File: src/rtl/rand_walk_unit.sv
// rand_walk_unit: bounded random walk driven by a signed random delta stream.
// Holds a saturating position, applies one scaled delta per RUN cycle for a
// programmed number of steps, then pulses done and counts clamped steps.
module rand_walk_unit #(
    parameter logic signed [31:0] POS_MIN    = -32'sd1024,
    parameter logic signed [31:0] POS_MAX    = 32'sd1023,
    parameter int                 STEP_SHIFT = 0
) (
    input  logic               clock,
    input  logic               reset,
    input  logic signed [31:0] randNum,
    input  logic               load,
    input  logic signed [31:0] seed_pos,
    input  logic               start,
    input  logic        [7:0]  steps,
    output logic               busy,
    output logic               done,
    output logic signed [31:0] position,
    output logic signed [31:0] last_delta,
    output logic        [7:0]  sat_hits
);

    localparam logic [1:0] ST_IDLE = 2'd0;
    localparam logic [1:0] ST_RUN  = 2'd1;
    localparam logic [1:0] ST_DONE = 2'd2;

    // Bounds widened to the 34-bit arithmetic domain so comparisons never wrap.
    localparam logic signed [33:0] MIN34 = {{2{POS_MIN[31]}}, POS_MIN};
    localparam logic signed [33:0] MAX34 = {{2{POS_MAX[31]}}, POS_MAX};

    logic        [1:0]  state_q, state_d;
    logic        [7:0]  count_q, count_d;
    logic signed [31:0] position_q, position_d;
    logic signed [31:0] last_delta_q, last_delta_d;
    logic        [7:0]  sat_hits_q, sat_hits_d;
    logic               busy_q, busy_d;
    logic               done_q, done_d;

    logic signed [31:0] delta;
    logic signed [33:0] sum;
    logic               out_of_range;

    // Saturate a widened value into the legal position range.
    function automatic logic signed [31:0] clamp34(input logic signed [33:0] v);
        if (v > MAX34) begin
            return POS_MAX;
        end else if (v < MIN34) begin
            return POS_MIN;
        end else begin
            return v[31:0];
        end
    endfunction

    // Datapath: scaled delta, widened sum and out-of-range flag for this step.
    always_comb begin
        delta        = randNum <<< STEP_SHIFT;
        sum          = $signed({{2{position_q[31]}}, position_q}) + $signed({{2{delta[31]}}, delta});
        out_of_range = (sum > MAX34) || (sum < MIN34);
    end

    // Next-state logic for the IDLE/RUN/DONE controller and the walk registers.
    always_comb begin
        state_d      = state_q;
        count_d      = count_q;
        position_d   = position_q;
        last_delta_d = last_delta_q;
        sat_hits_d   = sat_hits_q;
        case (state_q)
            ST_IDLE: begin
                if (load) begin
                    // Load wins over a simultaneous start.
                    position_d = clamp34($signed({{2{seed_pos[31]}}, seed_pos}));
                end else if (start) begin
                    count_d    = steps;
                    sat_hits_d = 8'd0;
                    state_d    = (steps != 8'd0) ? ST_RUN : ST_DONE;
                end
            end
            ST_RUN: begin
                position_d   = clamp34(sum);
                last_delta_d = delta;
                if (out_of_range && (sat_hits_q != 8'd255)) begin
                    sat_hits_d = sat_hits_q + 8'd1;
                end
                count_d = count_q - 8'd1;
                if (count_q == 8'd1) begin
                    state_d = ST_DONE;
                end
            end
            ST_DONE: begin
                state_d = ST_IDLE;
            end
            default: begin
                state_d = ST_IDLE;
            end
        endcase
        // Status flags are registered copies of the next state decode.
        busy_d = (state_d == ST_RUN);
        done_d = (state_d == ST_DONE);
    end

    // State registers with synchronous reset; reset aborts any walk silently.
    always_ff @(posedge clock) begin
        if (reset) begin
            state_q      <= ST_IDLE;
            count_q      <= 8'd0;
            position_q   <= clamp34(34'sd0);
            last_delta_q <= 32'sd0;
            sat_hits_q   <= 8'd0;
            busy_q       <= 1'b0;
            done_q       <= 1'b0;
        end else begin
            state_q      <= state_d;
            count_q      <= count_d;
            position_q   <= position_d;
            last_delta_q <= last_delta_d;
            sat_hits_q   <= sat_hits_d;
            busy_q       <= busy_d;
            done_q       <= done_d;
        end
    end

    assign busy       = busy_q;
    assign done       = done_q;
    assign position   = position_q;
    assign last_delta = last_delta_q;
    assign sat_hits   = sat_hits_q;

endmodule

File: config.mk
export PLATFORM = sky130hd
export DESIGN_NAME = rand_walk_unit
export DESIGN_NICKNAME = d
export VERILOG_FILES = /design/src/rtl/rand_walk_unit.sv
export SDC_FILE = /design/constraint.sdc
export NUM_CORES = 1
export LEC_CHECK = 0
export ABC_AREA = 1
export BUFFER_PORTS_ARGS = -buffer_cell sky130_fd_sc_hd__buf_4
export CAP_MARGIN = 20
export CORE_ASPECT_RATIO = 1.75
export CORE_MARGIN = 3
export CORE_UTILIZATION = 55
export CTS_CLUSTER_SIZE = 40
export DETAILED_ROUTE_END_ITERATION = 10
export PLACE_DENSITY = 0.83
export SYNTH_ARGS = -nofsm -noshare
export SYNTH_HDL_FRONTEND = slang
export SYNTH_SLANG_ARGS = --single-unit
File: constraint.sdc
create_clock -name clock -period 7.3 [get_ports clock]
set_input_delay 0.365 -clock clock [delete_from_list [all_inputs] [get_ports clock]]
set_output_delay 0.365 -clock clock [all_outputs]
set_load 0.05 [all_outputs]
-- Word-level counts from Yosys, hierarchy flattened
Index checks and enable logic that the tools add are counted.
- bits in registers: 84
- output and inout bits: 74
- add/subtract/negate cells: 3
- magnitude comparators: 4
- equal/unequal tests: 9
- muxes and demuxes: 18
- reduce and logical (&&, ||, !) cells: 8
- operators with widths (cell ; count):
    $mux 32 ; 5
    $pmux 32 s2 ; 1
    $mux 8 ; 5
    $add 32x32->33 ; 1
    $gt 33x11->1 const B ; 1
    $lt 33x11->1 const B ; 1
    $gt 32x11->1 const B ; 1
    $lt 32x11->1 const B ; 1
    $pmux 8 s2 ; 2
    $add 8x1->8 const B ; 1
    $eq 8x1->1 const B ; 1
    $mux 2 ; 4
    $ne 2x2->1 const B ; 4
    $ne 8x8->1 const B ; 1
    $reduce_bool 8->1 ; 1
    $sub 8x1->8 const B ; 1
    $eq 2x1->1 const B ; 2
    $pmux 2 s2 ; 1
    $reduce_and 4->1 ; 1
    $reduce_and 3->1 ; 1
    $eq 2x2->1 const B ; 1
    $logic_not 2->1 ; 1
    $reduce_and 2->1 ; 1
    $reduce_bool 2->1 ; 1
    2 further kinds ; 2

-- Depth between registers and ports, before layout
Gate-level depths: netlist (run 1).
- depth after elaboration: 6
- gate-level depth with buffers: 23
- depth with buffers taken out: 23

-- Worst setup path before layout (run 1)
Ideal clock, no wire load.
- path type: register -> register
- start point: register position_q[0] (netlist: position[0])
- end point: register sat_hits_q[1] (netlist: sat_hits[1])
- arrival: 2.771 ns
- required time: 7.175 ns
- setup slack: 4.404 ns
- stages on the path, launching flop included: 21
- cells stage by stage: dfxtp_1 ha_1 inv_1 fa_1 inv_2 nand3_1 nand3_1 nand2_1 nand3_2 nand3_1 nand3_1 a31oi_2 xor2_2 inv_2 nand2_1 nand2_4 nand2_8 nand2_4 nand2_2 nand2_1 nor2_2
- cells in the longest elaborated chain, start to end: 6
- RTL lines (what ; line ; source):
    start, declared ; 33 ; logic signed [31:0] position_q, position_d;
    start signal, assigned ; 107 ; position_q <= clamp34(34'sd0);
    start signal, assigned ; 115 ; position_q <= position_d;
    $add 32x32->33 * ; 57 ; sum = $signed({{2{position_q[31]}}, position_q}) + $signed({{2{delta[31]}}, delta});
    $gt 33x11->1 / $lt 33x11->1 (equally long branches) ; 58 ; out_of_range = (sum > MAX34) || (sum < MIN34);
    $logic_or 1x1->1 * ; 58 ;
    $logic_and 1x1->1 * ; 82 ; if (out_of_range && (sat_hits_q != 8'd255)) begin
    $ne 2x2->1 (no line) * ; n/a ;
    $reduce_and 4->1 (no line) * ; n/a ;
    end signal, assigned ; 117 ; sat_hits_q <= sat_hits_d;
    end, declared ; 35 ; logic [7:0] sat_hits_q, sat_hits_d;
Every way passes the cells marked *; elsewhere a longest branch is shown, timed or not.
A chain may end at the register's enable or synchronous reset.

-- Worst setup path in the final report (run 1)
- start point: register position_q[0] (netlist: position[0])
- end point: register sat_hits_q[4] (netlist: sat_hits[4])
The elaborated chain is that of the path after synthesis.

==> qor.txt, run 1 <==
Final min period: 3.48 ns
synthesized cell area: 6490 µm²
Die Ht: 150 µm
post-synth top area share: 0.259
final WL: 22800 µm
global route overflow: 0
die area: 13200 µm²
Core Rows: 51
Switching Fraction: 0.423
multi-input logic area: 4170 µm²
fin. max-slew vios: 0
met2 usage: 0.628
synth top area cells: dfxtp_1, nand2_1, inv_1, o21ai_0, ha_1
hold endpoint: last_delta[30]$_SDFFE_PP0P_
WP data required: 7.51 ns
WL/cell: 17.2 µm
ys flop type: dfxtp_1
sequential power share: 0.308
initial antenna violation count: 0
area grow syn2layout: 23.3%
Setup violations, final: 0
CTS buffer count: 9
Final ANT Viol Nets: 0
clock share of power: 0.275
FF/Latch Area: 1680 µm²
CTS tree: built
Post-synth EDFFs: 0
first-pass GRT wire length: 34700 µm
Syn Inst Count: 1055
min-delay src: randNum[30]
Critical Path Source Type: flip-flop
Final period util: 0.477
status: finished, final reports clean
I/O Pins: 150
sequential share of the synthesized area: 0.259
grt peak-use layer: met2
Initial DRC Count: 487
Slew @ Worst Pin: 0.899 ns
NetSw: 0.733 mW
IO Port Bufs: 149
most frequent cell after synthesis: nand2_1
core region area: 11400 µm²
fill count: 1034
unrepaired setup endpoints after global routing: false
Cell Int Power: 1.00 mW
Hold Fails Final Rpt: 0
static leakage: 4.10 nW
leading area contributor after synthesis: dfxtp_1
Die Span X: 88.1 µm
Pre-antenna DRT Iters: 7
CTS Root Cell: clkbuf_16
Area after DPL: 7690 µm²
Worst-Skew Late Latency: 0.34 ns
Synth top cells by count: nand2_1, inv_1, nor2_1
final instance area: 8010 µm²
PwrDens: 217 nW/µm²
synth warn: 0
met1 global-route usage: 0.349
library cells used by synthesis: 47
Async S/R FF share, synth: 0
crit path max fanout: 11
r2r startpoint: position[0]$_SDFFE_PP0P_
crit end category: flip-flop
diodes inserted: 0
critical path class: flip-flop to flip-flop
largest net degree at the start of global routing: 56
clock skew: 0.00775 ns
DR vias/cell: 5.73
logic gate share of total power: 0.417
number of global-route vias before repair: 7086
Post-CTS Hold Buffers: 0
vias: 7589
syn_nets: 1168
Syn Area/Cell: 6.15 µm²
CTS max path bufs: 2
fraction of layout cells with a size suffix above 1: 0.188
# H-tree levels: 3
number of max-cap violations: 0
worst reg2reg path endpoint: sat_hits[4]$_SDFFE_PP0P_
GRT Overall Usage: 0.341
Hold Path Depth: 3
Peak Freq: 287 MHz
r2r worst-path depth: 21
Post-CTS Setup Inserts: 0
HP Class: input port to flip-flop
Worst Path Arrival: 3.69 ns
DRC: 0
Max transition margin: 0.400
Initial Utilization: 0.572
R2R Setup Slk: 3.82 ns
Final TNS setup: 0 ns
hpwl dp: 17700 µm
WHS: 0.263 ns
Synth Register Bits: 84
final estimated routing congestion in global placement: 1.02
met3 usage: 0.0545
VDD IR max: 0.000155 V
post-cts resize count: 0
Layout Nets: 1300
clock sink count: 84
clock-pin slew on the worst setup and hold paths: 0.07 ns
registers in the layout, indices dropped and copies added (netlist names):
register,count
count_q,8
done,1
busy,1
position,32
sat_hits,8
last_delta,32
state_q,2
layout by cell type (no fill, tap or decap), types with 5 or more instances in the layout:
master	n
nand3_2	5
o21ai_0	94
a21boi_1	9
buf_4	152
inv_2	11
nand4_1	14
nor3_1	12
nand2_1	278
nor2_2	14
a21oi_1	49
nand3_1	53
xor2_1	14
nand3b_1	10
inv_1	130
nor4_1	9
dfxtp_1	84
a31oi_1	25
nor2_1	117
ha_1	36
clkbuf_16	9
nand2_2	11
o21bai_1	12
stage by stage:
stage                     total power [mW]   util  instances  setup slack, ns
final                                 1.73  0.705       1324             3.82
after global routing                  1.81  0.705       1324             3.63
after floorplan                       1.03      -       1055             4.40
after detailed placement              1.25  0.677       1307             3.86
after CTS                             1.72  0.704       1323             3.92
after global placement                1.24  0.677       1307             3.88
per-layer routing:
metal  share of wire  vias up
met4           0.069        0
li1                -     3704
met3           0.052       96
met2            0.53      345
met5               0        -
met1            0.35     3444
final cells by class:
class / count / area share
multi-input cells: 796 / 0.520
well taps: 132 / 0.0206
repair buffers: 153 / 0.144
inverters: 143 / 0.0670
flip-flops and latches: 84 / 0.210
clock buffers: 10 / 0.0286
clock inverters: 6 / 0.00891
worst max-delay path, cell delays in order (launching register included):
cell and delay [ns]:
dfxtp_1 0.37, ha_1 0.24, inv_1 0.07, fa_1 0.42, inv_2 0.10, nand3_1 0.07, nand3_1 0.18, nand2_1 0.09
nand3_2 0.12, nand3_1 0.11, nand3_1 0.13, nand2_1 0.08, nand2_1 0.07, nand3_1 0.10, nor2_1 0.12, nand3_1 0.39
nand2_1 0.26, nand2_4 0.09, nand2_8 0.09, nand2_4 0.09, nand2_1 0.09, a21oi_1 0.06
power by group through the flow:
stage / sequential (mW) / combinational [mW] / clock, mW
detailed placement: 0.543 / 0.706 / 0
finish: 0.534 / 0.724 / 0.476
floorplan: 0.655 / 0.375 / 0
CTS: 0.533 / 0.710 / 0.481
global route: 0.538 / 0.779 / 0.497
global placement: 0.542 / 0.702 / 0
kinds of logic after synthesis:
logic type,synth area share
AO/OA/AOI/OAI,0.179
XOR/XNOR,0.0241
adder cells (fa/ha/maj),0.0725
buffers and inverters,0.102
flip-flops,0.259
AND/OR/NAND/NOR,0.363
worst max-delay path by stage:
stage	cells after the start	start	to	slack [ns]
2_1_floorplan	20	position[0]$_SDFFE_PP0P_	sat_hits[1]$_SDFFE_PP0P_	4.40
3_3_place_gp	22	randNum[0]	sat_hits[5]$_SDFFE_PP0P_	3.88
3_5_place_dp	22	randNum[0]	sat_hits[4]$_SDFFE_PP0P_	3.86
4_1_cts	21	position[0]$_SDFFE_PP0P_	sat_hits[4]$_SDFFE_PP0P_	3.92
5_1_grt	21	position[0]$_SDFFE_PP0P_	sat_hits[5]$_SDFFE_PP0P_	3.63
6_report	21	position[0]$_SDFFE_PP0P_	sat_hits[4]$_SDFFE_PP0P_	3.82
Power figures use the tool's default switching activity.
==> run 2, diff against run 1 <==
--- a/config.mk
+++ b/config.mk
@@ -10,10 +10,10 @@
 export CAP_MARGIN = 20
 export CORE_ASPECT_RATIO = 1.75
 export CORE_MARGIN = 3
-export CORE_UTILIZATION = 55
+export CORE_UTILIZATION = 50
 export CTS_CLUSTER_SIZE = 40
 export DETAILED_ROUTE_END_ITERATION = 10
-export PLACE_DENSITY = 0.83
+export PLACE_DENSITY = 0.8
 export SYNTH_ARGS = -nofsm -noshare
 export SYNTH_HDL_FRONTEND = slang
 export SYNTH_SLANG_ARGS = --single-unit
==> constraint.sdc (replaced) <==
create_clock -name clock -period 3.1 [get_ports clock]
set_input_delay 0.155 -clock clock [delete_from_list [all_inputs] [get_ports clock]]
set_output_delay 0.155 -clock clock [all_outputs]
set_load 0.05 [all_outputs]
==> run 2 against run 1 <==
Die area rose by 9.4%. Sequential power rose by 130%. Global-route usage fell by 3.4 points. Critical path type unchanged. Wire length fell by 2.4%. Register-to-register slack got worse by 3.7 ns. Non-clock buffer count rose by 13.
==> qor.txt, run 2 (synthesis gave the netlist of run 1 again) <==
die area: 14400 µm²
Slew @ Worst Pin: 0.739 ns
Core Rows: 54
status: finished, final reports clean
Worst-Skew Late Latency: 0.35 ns
r2r startpoint: position[0]$_SDFFE_PP0P_
HP Class: input port to flip-flop
static leakage: 4.18 nW
Area after DPL: 7850 µm²
post-cts resize count: 0
initial antenna violation count: 0
CTS Root Cell: clkbuf_16
number of global-route vias before repair: 7510
I/O Pins: 150
Final period util: 0.956
worst path cell trace: ha_2 -> inv_1 -> fa_1 -> inv_2 -> nand3_1 -> nand3_2 -> nand2_1 -> nand3_1 -> nand3b_1 -> nand2_1 -> nand2_1 -> nand2_1 -> nand3_1 -> nor2_1 -> nand3_1 -> buf_4 -> a21boi_1 -> o21bai_1 -> a21oi_1
met2 usage: 0.564
WL/cell: 16.2 µm
Pre-antenna DRT Iters: 9
hpwl dp: 17800 µm
fin. max-slew vios: 0
critical path class: flip-flop to flip-flop
VDD IR max: 0.000378 V
Critical Path Source Type: flip-flop
Die Span X: 92.1 µm
CTS tree: built
global route overflow: 0
Die Ht: 157 µm
Post-CTS Setup Inserts: 0
CTS max path bufs: 2
crit path max fanout: 10
final estimated routing congestion in global placement: 1.04
R2R Setup Slk: 0.14 ns
Worst Path Arrival: 3.24 ns
Final min period: 2.96 ns
largest net degree at the start of global routing: 32
final WL: 22200 µm
Layout Nets: 1313
grt peak-use layer: met2
Max transition margin: 0.507
Setup violations, final: 0
PwrDens: 505 nW/µm²
Initial DRC Count: 394
DRC: 0
clock-pin slew on the worst setup and hold paths: 0.08 ns
CP max-delay cell: fa_1
GRT Overall Usage: 0.306
worst reg2reg path endpoint: position[5]$_SDFFE_PP0P_
diodes inserted: 0
DR vias/cell: 5.48
IO Port Bufs: 149
Crit. Startpoint: position[0]$_SDFFE_PP0P_
CTS buffer count: 9
Final TNS setup: 0 ns
final instance area: 8180 µm²
Hold Fails Final Rpt: 0
met1 global-route usage: 0.301
r2r worst-path depth: 19
Final ANT Viol Nets: 0
Post-CTS Hold Buffers: 0
crit end category: flip-flop
# H-tree levels: 3
fraction of layout cells with a size suffix above 1: 0.202
Largest stage delay, worst path: 0.41 ns
Initial Utilization: 0.517
clock sink count: 84
area grow syn2layout: 25.9%
clock skew: 0.0103 ns
core region area: 12600 µm²
number of max-cap violations: 0
first-pass GRT wire length: 35200 µm
most frequent cells in the layout: nand2_1, buf_4, inv_1
vias: 7529
commonest non-fill, non-tap cell in the layout: nand2_1
met3 usage: 0.0596
Peak Freq: 337 MHz
WP data required: 3.38 ns
Worst Setup EP: position[5]$_SDFFE_PP0P_
[run 2: cell types whose count changed in the layout (fill, tap and decap cells not counted)]
cell	before	now
nor2_4	3	5
a21boi_1	9	7
nor2_2	14	12
clkinv_4	0	1
buf_4	152	166
clkbuf_1	1	0
buf_8	1	0
ha_2	0	1
ha_1	36	35
nand3_2	5	7
nand3_1	53	51
a21boi_2	0	2
[run 2: worst max-delay path: cells and delay by family, from the launching register on]
kind | cells | cell delay [ns]
flops | 1 | 0.37
fa+ha+maj | 2 | 0.61
simple gates | 11 | 1.19
buf+inv | 3 | 0.34
compound gates | 3 | 0.38
[run 2: worst min path at each step]
stage               cells after the start  slack [ns]         from                          end
finish                                  3        0.04  randNum[30]  last_delta[30]$_SDFFE_PP0P_
global route                            3        0.05  randNum[30]  last_delta[30]$_SDFFE_PP0P_
CTS                                     3        0.03  randNum[30]  last_delta[30]$_SDFFE_PP0P_
detailed placement                      3        0.40  randNum[10]  last_delta[10]$_SDFFE_PP0P_
global placement                        3        0.39  randNum[30]  last_delta[30]$_SDFFE_PP0P_
floorplan                               2        0.29   randNum[0]   last_delta[0]$_SDFFE_PP0P_
[run 2: per-stage QoR]
| stage | setup slack (ns) | power [mW] | hold WS [ns] | util | instances |
|---|---|---|---|---|---|
| after floorplan | 0.204 | 2.42 | 0.290 | - | 1055 |
| after global placement | 0.223 | 2.95 | 0.394 | 0.624 | 1357 |
| after detailed placement | 0.111 | 2.96 | 0.397 | 0.624 | 1357 |
| after CTS | 0.0938 | 4.11 | 0.0336 | 0.649 | 1373 |
| after global routing | -0.00671 | 4.34 | 0.0472 | 0.651 | 1373 |
| final | 0.137 | 4.13 | 0.0391 | 0.651 | 1373 |
[run 2: cell type report]
cell class / instances / area [µm²]
fillers: 1237 / 4390
multi-input cells: 796 / 4200
flip-flops and latches: 84 / 1680
repair buffers: 166 / 1250
inverters: 143 / 537
clock buffers: 9 / 225
well taps: 168 / 210
clock inverters: 7 / 80.1
[run 2: power breakdown]
group / internal [mW] / switching (mW) / total [mW]
registers: 1.17 / 0.0788 / 1.25
clock network: 0.637 / 0.513 / 1.15
logic: 0.567 / 1.16 / 1.73
[run 2: layer usage]
metal | vias to the layer above | share of wire
met1 | 3400 | 0.35
met2 | 288 | 0.52
li1 | 3725 | -
met4 | 0 | 0.073
met3 | 116 | 0.057
met5 | - | 0
==> run 3, diff against run 2 <==
--- a/config.mk
+++ b/config.mk
@@ -10,10 +10,10 @@
 export CAP_MARGIN = 20
 export CORE_ASPECT_RATIO = 1.75
 export CORE_MARGIN = 3
-export CORE_UTILIZATION = 50
+export CORE_UTILIZATION = 45
 export CTS_CLUSTER_SIZE = 40
 export DETAILED_ROUTE_END_ITERATION = 10
-export PLACE_DENSITY = 0.8
+export PLACE_DENSITY = 0.71
 export SYNTH_ARGS = -nofsm -noshare
 export SYNTH_HDL_FRONTEND = slang
 export SYNTH_SLANG_ARGS = --single-unit
==> run 3 against run 2 <==
Final cell count is 0.36% higher. Power is 2.1% higher. Register-to-register slack better by 0.05 ns. Core utilization is 6.4 points lower. Critical path type unchanged. Critical endpoint is now position[8]$_SDFFE_PP0P_. Largest power group unchanged. Highest routed layer unchanged.
==> qor.txt, run 3 (synthesis gave the netlist of run 1 again) <==
WL/cell: 16.5 µm
vias: 7474
Worst Path Arrival: 3.20 ns
status: finished, final reports clean
number of max-cap violations: 0
Setup WS pre-CTS: 0.150 ns
final estimated routing congestion in global placement: 1.03
IO Port Bufs: 149
Peak Freq: 343 MHz
HP Class: input port to flip-flop
CP max-delay cell: ha_1
CTS Root Cell: clkbuf_16
Die Span X: 96.8 µm
Hold Fails Final Rpt: 0
PwrDens: 515 nW/µm²
Core Rows: 57
Cells after DPL: 1361
# H-tree levels: 3
Crit. Startpoint: position[16]$_SDFFE_PP0P_
area grow syn2layout: 26.2%
r2r startpoint: position[16]$_SDFFE_PP0P_
static leakage: 4.18 nW
fill count: 1473
Worst-Skew Late Latency: 0.35 ns
most frequent cells in the layout: nand2_1, buf_4, inv_1
CTS tree: built
Pre-antenna DRT Iters: 8
PnR worst setup slack: 0.185 ns
VDD IR max: 0.000376 V
Final TNS setup: 0 ns
Layout Nets: 1309
Initial DRC Count: 426
WL met2: 12200 µm
Critical Path Source Type: flip-flop
Slew @ Worst Pin: 0.794 ns
first-pass GRT wire length: 35500 µm
I/O Pins: 150
crit path max fanout: 10
largest net degree at the start of global routing: 46
FF/Latch Area: 1680 µm²
number of global-route vias before repair: 7238
worst path cell trace: ha_1 -> nand2_1 -> nand2_1 -> nand2_1 -> nand2_1 -> a21oi_1 -> o21a_1 -> nand2_1 -> nand2_1 -> nand3_1 -> nor2_1 -> nand3_2 -> buf_4 -> a21boi_1 -> o21bai_1 -> a21oi_1
crit end category: flip-flop
initial antenna violation count: 0
DRC: 0
most used cell, CP: nand2_1
DR vias/cell: 5.42
Area after DPL: 7820 µm²
Final ANT Viol Nets: 0
Post-Layout Cell Count: 1378
hpwl dp: 18200 µm
Largest stage delay, worst path: 0.43 ns
Final period util: 0.940
CTS max path bufs: 2
Power Total: 4.22 mW
fraction of layout cells with a size suffix above 1: 0.202
Initial Utilization: 0.464
critical path class: flip-flop to flip-flop
commonest non-fill, non-tap cell in the layout: nand2_1
core region area: 14000 µm²
final WL: 22700 µm
clock sink count: 84
min-delay src: randNum[8]
diodes inserted: 0
Final min period: 2.91 ns
WP data required: 3.38 ns
global route overflow: 0
CTS buffer count: 9
final instance area: 8190 µm²
DR WL met3: 1200 µm
multi-input logic area: 4200 µm²
GRT Overall Usage: 0.277
Die Ht: 165 µm
Setup violations, final: 0
Max transition margin: 0.471
die area: 16000 µm²
clock-pin slew on the worst setup and hold paths: 0.07 ns
clock skew: 0.00903 ns
Post-CTS Hold Buffers: 0
fin. max-slew vios: 0
Highest Signal Layer: met4
Post-Route M1 WL: 8010 µm
==> run 3: cell types whose count changed in the layout (fill, tap and decap cells not counted), moves of 2 or more <==
cell / delta
nand3_2: +2
buf_4: -5
nor2_4: -2
nand3_1: -2
nand2_1: -3
nor2_2: +2
nand2_2: +3
==> run 3: path summary, 6_finish.rpt <==
kind | cells past startpoint | slack (ns) | to
setup reg to reg | 16 | 0.19 | position[8]$_SDFFE_PP0P_
hold / removal | 3 | 0.04 | last_delta[8]$_SDFFE_PP0P_
setup / recovery | 16 | 0.19 | position[8]$_SDFFE_PP0P_
hold reg to reg | 2 | 0.49 | position[0]$_SDFFE_PP0P_
==> run 3: per-layer routing <==
layer | track usage | vias to the layer above
met4 | 0.163 | 0
met3 | 0.0414 | 81
met5 | 0 | -
met1 | 0.274 | 3406
met2 | 0.538 | 268
li1 | - | 3719
==> run 3: worst max-delay path: cells and delay by family (launching register included) <==
kind                       cells  cell delay (ns)
AOI/OAI and AO/OA              5             0.96
and+or+nand+nor                9             0.88
adders and majority gates      1             0.43
DFF                            1             0.35
buffers and inverters          1             0.20
==> run 3: what timing repair did <==
item | CTS | global route
resized for setup | 0 | 9
setup buffers | 0 | 0
endpoints found under the setup margin | 0 | 21
==> run 3: metrics by stage <==
stage	hold WS, ns	util
final	0.0445	0.586
after global routing	0.0466	0.586
after CTS	0.0383	0.583
after detailed placement	0.402	0.559
after global placement	0.390	0.559
after floorplan	0.290	-
==> run 3: area by class of cell <==
type | count | area share
Multi-Input combinational cell | 796 | 0.513
Timing Repair Buffer | 162 | 0.149
Sequential cell | 84 | 0.205
Tap cell | 177 | 0.0270
Clock buffer | 9 | 0.0275
Clock inverter | 7 | 0.0128
Inverter | 143 | 0.0655
==> run 3: where the power goes <==
group          internal, mW  switching [mW]
logic                 0.561            1.16
registers              1.17          0.0743
clock network         0.723           0.522
